## src/rtl/mem_block_mover_pkg.sv

```systemverilog
// rtl/mem_block_mover_pkg.sv - shared encodings for the block mover
// Purpose: op codes, FSM states and default widths used by mem_block_mover
//          and its datapath.
// Ports:   none (package).
package mem_block_mover_pkg;

  localparam int DEF_DATA_W    = 8;
  localparam int DEF_ADDR_W    = 8;
  localparam int DEF_MEM_DEPTH = 32;
  localparam int DEF_LEN_W     = 6;
  localparam int DEF_SUM_W     = 14;

  typedef enum logic [1:0] {
    OP_COPY = 2'b00,
    OP_NEG  = 2'b01,
    OP_FILL = 2'b10,
    OP_SUM  = 2'b11
  } op_e;

  typedef enum logic [1:0] {
    ST_IDLE = 2'b00,
    ST_RD   = 2'b01,
    ST_WR   = 2'b10,
    ST_FIN  = 2'b11
  } state_e;

endpackage

```

## src/rtl/mover_datapath.sv

```systemverilog
// rtl/mover_datapath.sv - read-data register, write-data mux and signed accumulator
// Purpose: holds the word read in RD, forms the write data for copy/negate/fill
//          and keeps the running signed sum plus the published sum result.
// Ports:   clock, reset      - clock, async active-high reset
//          cap_en            - capture rd into data register
//          acc_clr, acc_add  - clear / accumulate sign-extended rd
//          sum_load          - publish next accumulator value on sum
//          wr_en, op         - write strobe and latched op, select wd
//          fill_val, rd      - latched fill pattern, memory read data
//          wd, sum           - memory write data, signed sum result
module mover_datapath
  import mem_block_mover_pkg::*;
#(
  parameter int DATA_W = DEF_DATA_W,
  parameter int SUM_W  = DEF_SUM_W
) (
  input  logic              clock,
  input  logic              reset,
  input  logic              cap_en,
  input  logic              acc_clr,
  input  logic              acc_add,
  input  logic              sum_load,
  input  logic              wr_en,
  input  logic [1:0]        op,
  input  logic [DATA_W-1:0] fill_val,
  input  logic [DATA_W-1:0] rd,
  output logic [DATA_W-1:0] wd,
  output logic [SUM_W-1:0]  sum
);

  logic [DATA_W-1:0] data_q, data_d;
  logic [SUM_W-1:0]  acc_q, acc_d;
  logic [SUM_W-1:0]  sum_q, sum_d;
  logic [SUM_W-1:0]  rd_ext;

  assign rd_ext = {{(SUM_W-DATA_W){rd[DATA_W-1]}}, rd};

  always_comb begin
    data_d = data_q;
    acc_d  = acc_q;
    sum_d  = sum_q;
    if (cap_en) data_d = rd;
    if (acc_clr)      acc_d = '0;
    else if (acc_add) acc_d = acc_q + rd_ext;
    // Publishing the next accumulator value makes sum valid in the same cycle as done.
    if (sum_load) sum_d = acc_d;
  end

  always_comb begin
    wd = '0;
    if (wr_en) begin
      case (op)
        OP_COPY: wd = data_q;
        OP_NEG:  wd = {DATA_W{1'b0}} - data_q;
        OP_FILL: wd = fill_val;
        default: wd = '0;
      endcase
    end
  end

  always_ff @(posedge clock or posedge reset) begin
    if (reset) begin
      data_q <= '0;
      acc_q  <= '0;
      sum_q  <= '0;
    end else begin
      data_q <= data_d;
      acc_q  <= acc_d;
      sum_q  <= sum_d;
    end
  end

  assign sum = sum_q;

endmodule

```

## src/rtl/mem_block_mover.sv

```systemverilog
// rtl/mem_block_mover.sv - block copy/negate/fill/sum engine for the scratch memory
// Purpose: on a start pulse, walks LENGTH consecutive words (addresses wrap
//          modulo MEM_DEPTH) and performs the latched op over them.
// Ports:   clock, reset                  - clock, async active-high reset
//          start, op, src_addr, dst_addr,
//          length, fill_val              - request and its operands (latched at start)
//          busy, done, sum               - status and signed sum result
//          address, wd, read, write, rd  - memory initiator port
module mem_block_mover
  import mem_block_mover_pkg::*;
#(
  parameter int DATA_W    = DEF_DATA_W,
  parameter int ADDR_W    = DEF_ADDR_W,
  parameter int MEM_DEPTH = DEF_MEM_DEPTH,
  parameter int LEN_W     = DEF_LEN_W,
  parameter int SUM_W     = DEF_SUM_W
) (
  input  logic              clock,
  input  logic              reset,
  input  logic              start,
  input  logic [1:0]        op,
  input  logic [ADDR_W-1:0] src_addr,
  input  logic [ADDR_W-1:0] dst_addr,
  input  logic [LEN_W-1:0]  length,
  input  logic [DATA_W-1:0] fill_val,
  output logic              busy,
  output logic              done,
  output logic [SUM_W-1:0]  sum,
  output logic [ADDR_W-1:0] address,
  output logic [DATA_W-1:0] wd,
  output logic              read,
  output logic              write,
  input  logic [DATA_W-1:0] rd
);

  localparam int MEM_AW = $clog2(MEM_DEPTH);

  state_e              state_q, state_d;
  logic [1:0]          op_q, op_d;
  logic [MEM_AW-1:0]   src_q, src_d, dst_q, dst_d;
  logic [LEN_W-1:0]    len_q, len_d, idx_q, idx_d;
  logic [DATA_W-1:0]   fill_q, fill_d;
  logic                last_word;
  logic                acc_clr;
  logic                unused_addr_bits;

  // Only the in-memory part of the start addresses matters; the rest is dropped.
  assign unused_addr_bits = ^{src_addr[ADDR_W-1:MEM_AW], dst_addr[ADDR_W-1:MEM_AW]};
  assign last_word = (idx_q == len_q - LEN_W'(1));

  always_comb begin
    state_d = state_q;
    op_d    = op_q;
    src_d   = src_q;
    dst_d   = dst_q;
    len_d   = len_q;
    fill_d  = fill_q;
    idx_d   = idx_q;
    acc_clr = 1'b0;
    case (state_q)
      ST_IDLE: begin
        if (start) begin
          op_d    = op;
          src_d   = src_addr[MEM_AW-1:0];
          dst_d   = dst_addr[MEM_AW-1:0];
          len_d   = length;
          fill_d  = fill_val;
          idx_d   = '0;
          acc_clr = (op == OP_SUM);
          if (length == '0)      state_d = ST_FIN;
          else if (op == OP_FILL) state_d = ST_WR;
          else                   state_d = ST_RD;
        end
      end
      ST_RD: begin
        if (op_q == OP_SUM) begin
          idx_d   = idx_q + LEN_W'(1);
          state_d = last_word ? ST_FIN : ST_RD;
        end else begin
          state_d = ST_WR;
        end
      end
      ST_WR: begin
        idx_d = idx_q + LEN_W'(1);
        if (last_word)            state_d = ST_FIN;
        else if (op_q == OP_FILL) state_d = ST_WR;
        else                      state_d = ST_RD;
      end
      ST_FIN:  state_d = ST_IDLE;
      default: state_d = ST_IDLE;
    endcase
  end

  // Memory port is decoded from registered state only, so it is stable all cycle.
  always_comb begin
    address = '0;
    read    = 1'b0;
    write   = 1'b0;
    if (state_q == ST_RD) begin
      read    = 1'b1;
      address = {{(ADDR_W-MEM_AW){1'b0}}, src_q + idx_q[MEM_AW-1:0]};
    end else if (state_q == ST_WR) begin
      write   = 1'b1;
      address = {{(ADDR_W-MEM_AW){1'b0}}, dst_q + idx_q[MEM_AW-1:0]};
    end
  end

  assign busy = (state_q == ST_RD) || (state_q == ST_WR);
  assign done = (state_q == ST_FIN);

  always_ff @(posedge clock or posedge reset) begin
    if (reset) begin
      state_q <= ST_IDLE;
      op_q    <= '0;
      src_q   <= '0;
      dst_q   <= '0;
      len_q   <= '0;
      fill_q  <= '0;
      idx_q   <= '0;
    end else begin
      state_q <= state_d;
      op_q    <= op_d;
      src_q   <= src_d;
      dst_q   <= dst_d;
      len_q   <= len_d;
      fill_q  <= fill_d;
      idx_q   <= idx_d;
    end
  end

  mover_datapath #(
    .DATA_W (DATA_W),
    .SUM_W  (SUM_W)
  ) u_datapath (
    .clock    (clock),
    .reset    (reset),
    .cap_en   (state_q == ST_RD),
    .acc_clr  (acc_clr),
    .acc_add  ((state_q == ST_RD) && (op_q == OP_SUM)),
    .sum_load ((state_d == ST_FIN) && (op_d == OP_SUM)),
    .wr_en    (write),
    .op       (op_q),
    .fill_val (fill_q),
    .rd       (rd),
    .wd       (wd),
    .sum      (sum)
  );

endmodule
```

## config.mk

```make
export PLATFORM = sky130hd
export DESIGN_NAME = mem_block_mover
export DESIGN_NICKNAME = d
export VERILOG_FILES = /design/src/rtl/mem_block_mover_pkg.sv /design/src/rtl/mover_datapath.sv /design/src/rtl/mem_block_mover.sv
export SDC_FILE = /design/constraint.sdc
export NUM_CORES = 1
export LEC_CHECK = 0
export ABC_AREA = 1
export CORE_UTILIZATION = 50
export DETAILED_ROUTE_END_ITERATION = 10
export PLACE_DENSITY = 0.76
export SYNTH_ARGS = -nofsm -noshare
export SYNTH_HDL_FRONTEND = slang
export SYNTH_SLANG_ARGS = --single-unit
```

## constraint.sdc

```tcl
create_clock -name clock -period 2.6 [get_ports clock]
set_input_delay 0.65 -clock clock [delete_from_list [all_inputs] [get_ports clock]]
set_output_delay 0.65 -clock clock [all_outputs]
set_load 0.01 [all_outputs]
```

==> reports/summary.txt <==
CELLS AND AREA
----------------------------------------------------------------------------------------------------
Antenna diode count                                                                                0
Filler cell count                                                                                765
Area growth from synthesis to final layout                                                     28.2%
Most common cell after layout, fill and taps aside                                           nand2_1
Total Nets Final                                                                                 788
Number of standard cells in the layout, taps in and fillers out                                  827
Final core utilization                                                                         0.668
Fraction of final layout cells sized beyond drive strength 1                                   0.177
Top library cells by usage in the layout, fill and taps aside                           nand2_1, dfrtp_1, inv_1, clkdlybuf4s50_1, buf_4

CRITICAL PATH
----------------------------------------------------------------------------------------------------
Most used cell along the critical path                                                       nand2_1
Critical Path AT                                                                             2.07 ns
Crit Path Max Fanout                                                                               3
Required time worst endpoint                                                                 1.95 ns
Type of origin of the critical path                                                             flop
Endpoint type of the worst setup path                                                   primary output
Slowest cell on crit path                                                                    dfrtp_1
Worst setup path class                                                                  flop to primary output
R2R setup slack                                                                              0.38 ns
CP Cell Sequence                                                                        ha_2 -> fa_2 -> nand2_1 -> nand2_1 -> a21oi_2 -> xor2_1 -> a22o_1 -> clkbuf_2
Biggest cell delay along the critical path                                                   0.42 ns
Family with the most delay on the worst path                                             adder cells
Worst Path Buf+Inv                                                                                 1

DIE
----------------------------------------------------------------------------------------------------
Die W                                                                                        97.6 µm
Die Outline Area                                                                            9520 µm²
Site Rows                                                                                         34
Std-Cell Core Area                                                                          8760 µm²
Starting Density                                                                               0.521
I/O pin total                                                                                     77
Die Y                                                                                        97.6 µm

CLOCK TREE
----------------------------------------------------------------------------------------------------
CTS Root Cell                                                                               clkbuf_8
Deepest level of the CTS H-tree                                                                    3
Buffer depth of the longest clock path                                                             2
Clock-pin slew reported for the worst setup and hold paths after clock tree synthesis        0.08 ns
Later-pin clock latency in the skew report                                                   0.36 ns
TritonCTS clock tree                                                                             yes
Number of CTS-inserted buffers                                                                     9
Total number of clock tree sinks                                                                  70

OUTCOME
----------------------------------------------------------------------------------------------------
Violated checks                                                                         setup timing
Status                                                                                  finished, violations left

TIMING
----------------------------------------------------------------------------------------------------
Max-slew violation count                                                                           0
Finish-stage setup viols                                                                           2
Final WS setup                                                                             -0.120 ns
RSZ-0062 raised after global routing                                                            true
Maximum clock frequency                                                                      368 MHz
Final hold viol count                                                                              0
Total negative setup slack                                                                 -0.180 ns
Time the worst path needs with I/O delays and setup                                          2.72 ns
Worst hold slack                                                                            0.481 ns
Final clock skew                                                                           0.0102 ns
Tcrit/Tclk final                                                                                1.05

RUN
----------------------------------------------------------------------------------------------------
Max-cap violation count                                                                            0

GRT
----------------------------------------------------------------------------------------------------
Via count of the first global-routing pass                                                      4109
Sum of overflow across all layers after global routing                                             0
Wire length of the first global-routing pass                                                 18.9 mm
Number of antenna violations at the first check in global routing                                  0
Pin count of the biggest net entering global routing                                              71
GRT Resource Usage Total                                                                       0.246

ROUTE
----------------------------------------------------------------------------------------------------
M1 wire length                                                                               4.75 mm
Post-DR wirelength/cell                                                                      13.7 µm
Vias after detailed routing                                                                     4314
Post-DR vias/cell                                                                               5.22
Met2 wire len                                                                                5.95 mm
Number of DRC markers in iteration 0                                                             141
Number of search-and-repair iterations in the first detailed-routing pass                          6
Uppermost signal routing layer after detailed routing                                           met4
Final WL                                                                                     11.4 mm
DRC violations left                                                                                0
Routed Antenna Nets                                                                                0
Routed wire length on met3                                                                    473 µm

PLACED DESIGN
----------------------------------------------------------------------------------------------------
Count of buffers inserted at the top-level ports                                                  67
RePlAce Congestion                                                                             0.876
Worst slack, placed                                                                        -0.238 ns
Cell count after placement                                                                       807
Half-perimeter wire length after placement                                                   8.56 mm

YOSYS
----------------------------------------------------------------------------------------------------
Number of distinct library cells after synthesis                                                  42
Share of synthesized area occupied by flip-flops and latches                                   0.384
Total of flip-flops plus latches after synthesis                                                  70
Cells after synthesis                                                                            606
Average instance area after synthesis                                                       7.54 µm²
Post-synth top area cell                                                                     dfrtp_1
Post-Syn Area                                                                               4570 µm²
Synth area leaders                                                                      dfrtp_1, nand2_1, ha_1
Yosys warning count                                                                                0
Post-synth top area share                                                                      0.384

HOLD PATH
----------------------------------------------------------------------------------------------------
Worst min-delay path class                                                              flop to flop

POWER AND IR DROP
----------------------------------------------------------------------------------------------------
Static Leakage                                                                               3.02 nW
Pwr dens                                                                                 1140 nW/µm²
Maximum vdd ir drop                                                                         0.615 mV

synthesized netlist by cell type:
cell        n
xor2_1      9
clkbuf_1    6
nand3_4     1
dfrtp_1    70
nor2_1     28
nor2_4      1
inv_1      67
buf_4       6
a21o_1      1
nand3_1    29
xnor2_1     7
a22o_1      2
o21ai_1     3
buf_2       3
o22ai_1     1
a31o_2      1
and2_1      1
nor2_2      3
inv_4       1
a21oi_4     1
fa_1        3
nand2_2    13
o31ai_1     1
buf_6       3
buf_1       1
nand2_1   188
or2_2       1
clkinv_1    1
nand3_2     1
ha_1       28
conb_1      1
a21oi_1    25
nand2_4     2
nand4_1    18
nor3_2      2
nor3_1      9
a31oi_1     5
o21ai_0    41
nand3b_1    1
a221oi_1    3
inv_2      10
o21bai_1    8
logic make-up (layout without fill, tap and decap cells):
| family | Yosys count | count (layout) | synth area share |
|---|---|---|---|
| xor gates and xnor gates | 16 | 16 | 0.0307 |
| DFF | 70 | 70 | 0.384 |
| and+or+nand+nor | 298 | 298 | 0.288 |
| AOI/OAI and AO/OA | 92 | 92 | 0.115 |
| buffers and inverters | 98 | 209 | 0.0918 |
| other | 1 | 3 | 0.000821 |
| adders and majority gates | 31 | 31 | 0.0899 |
path summary, 6_finish.rpt:
path,start,to,cells after the start
worst max-delay path,idx_q[0],address[4],8
worst min-delay path,u_datapath.sum[11],u_datapath.sum[11],2
worst max register to register,len_q[0],u_datapath.sum[3],13
worst min register to register,u_datapath.sum[11],u_datapath.sum[11],2
max in group asynchronous,reset,idx_q[1],3
min in group asynchronous,reset,state_q[0],3
sequential cells by signal, indices dropped and copies added, names as in the netlist:
signal	cells
len_q	6
idx_q	6
u_datapath.acc_q	14
dst_q	5
u_datapath.sum	14
fill_q	8
state_q	2
u_datapath.data_q	8
op_q	2
src_q	5
power breakdown:
group / internal [W] / switching, W
clock network: 0.000454 / 0.000451
registers: 0.00157 / 0.000418
logic: 0.00166 / 0.00211
final cells by class:
cell class	instances	area [µm²]	area share
flip-flops and latches	70	1750	0.299
repair buffers	114	1000	0.171
multi-input cells	440	2460	0.421
inverters	79	299	0.0511
clock buffers	9	124	0.0212
clock inverters	7	80.1	0.0137
well taps	108	135	0.0231
what timing repair did:
action	CTS	global route
resized for setup	35	24
setup endpoints to repair	13	16
gates cloned	0	0
buffers inserted	2	2
hold endpoints to repair	0	0
hold buffers	0	0
pin swaps	0	8
worst min-delay path, stage by stage (launching register included):
cell     delay [ns]
dfrtp_1        0.35
nand2_1        0.05
nand2_1        0.05
per-layer routing:
layer / vias to the layer above / global-route usage
li1: 2168 / -
met1: 2028 / 0.298
met2: 97 / 0.450
met3: 21 / 0.0496
met4: 0 / 0.0486
met5: - / 0
per-stage QoR:
stage               cell area [µm²]  power, W
global route                   5850   0.00723
floorplan                      4570   0.00429
global placement               5600   0.00555
finish                         5850   0.00666
CTS                            5820   0.00658
detailed placement             5600   0.00566
No activity file was read; power rests on OpenSTA's default activity.
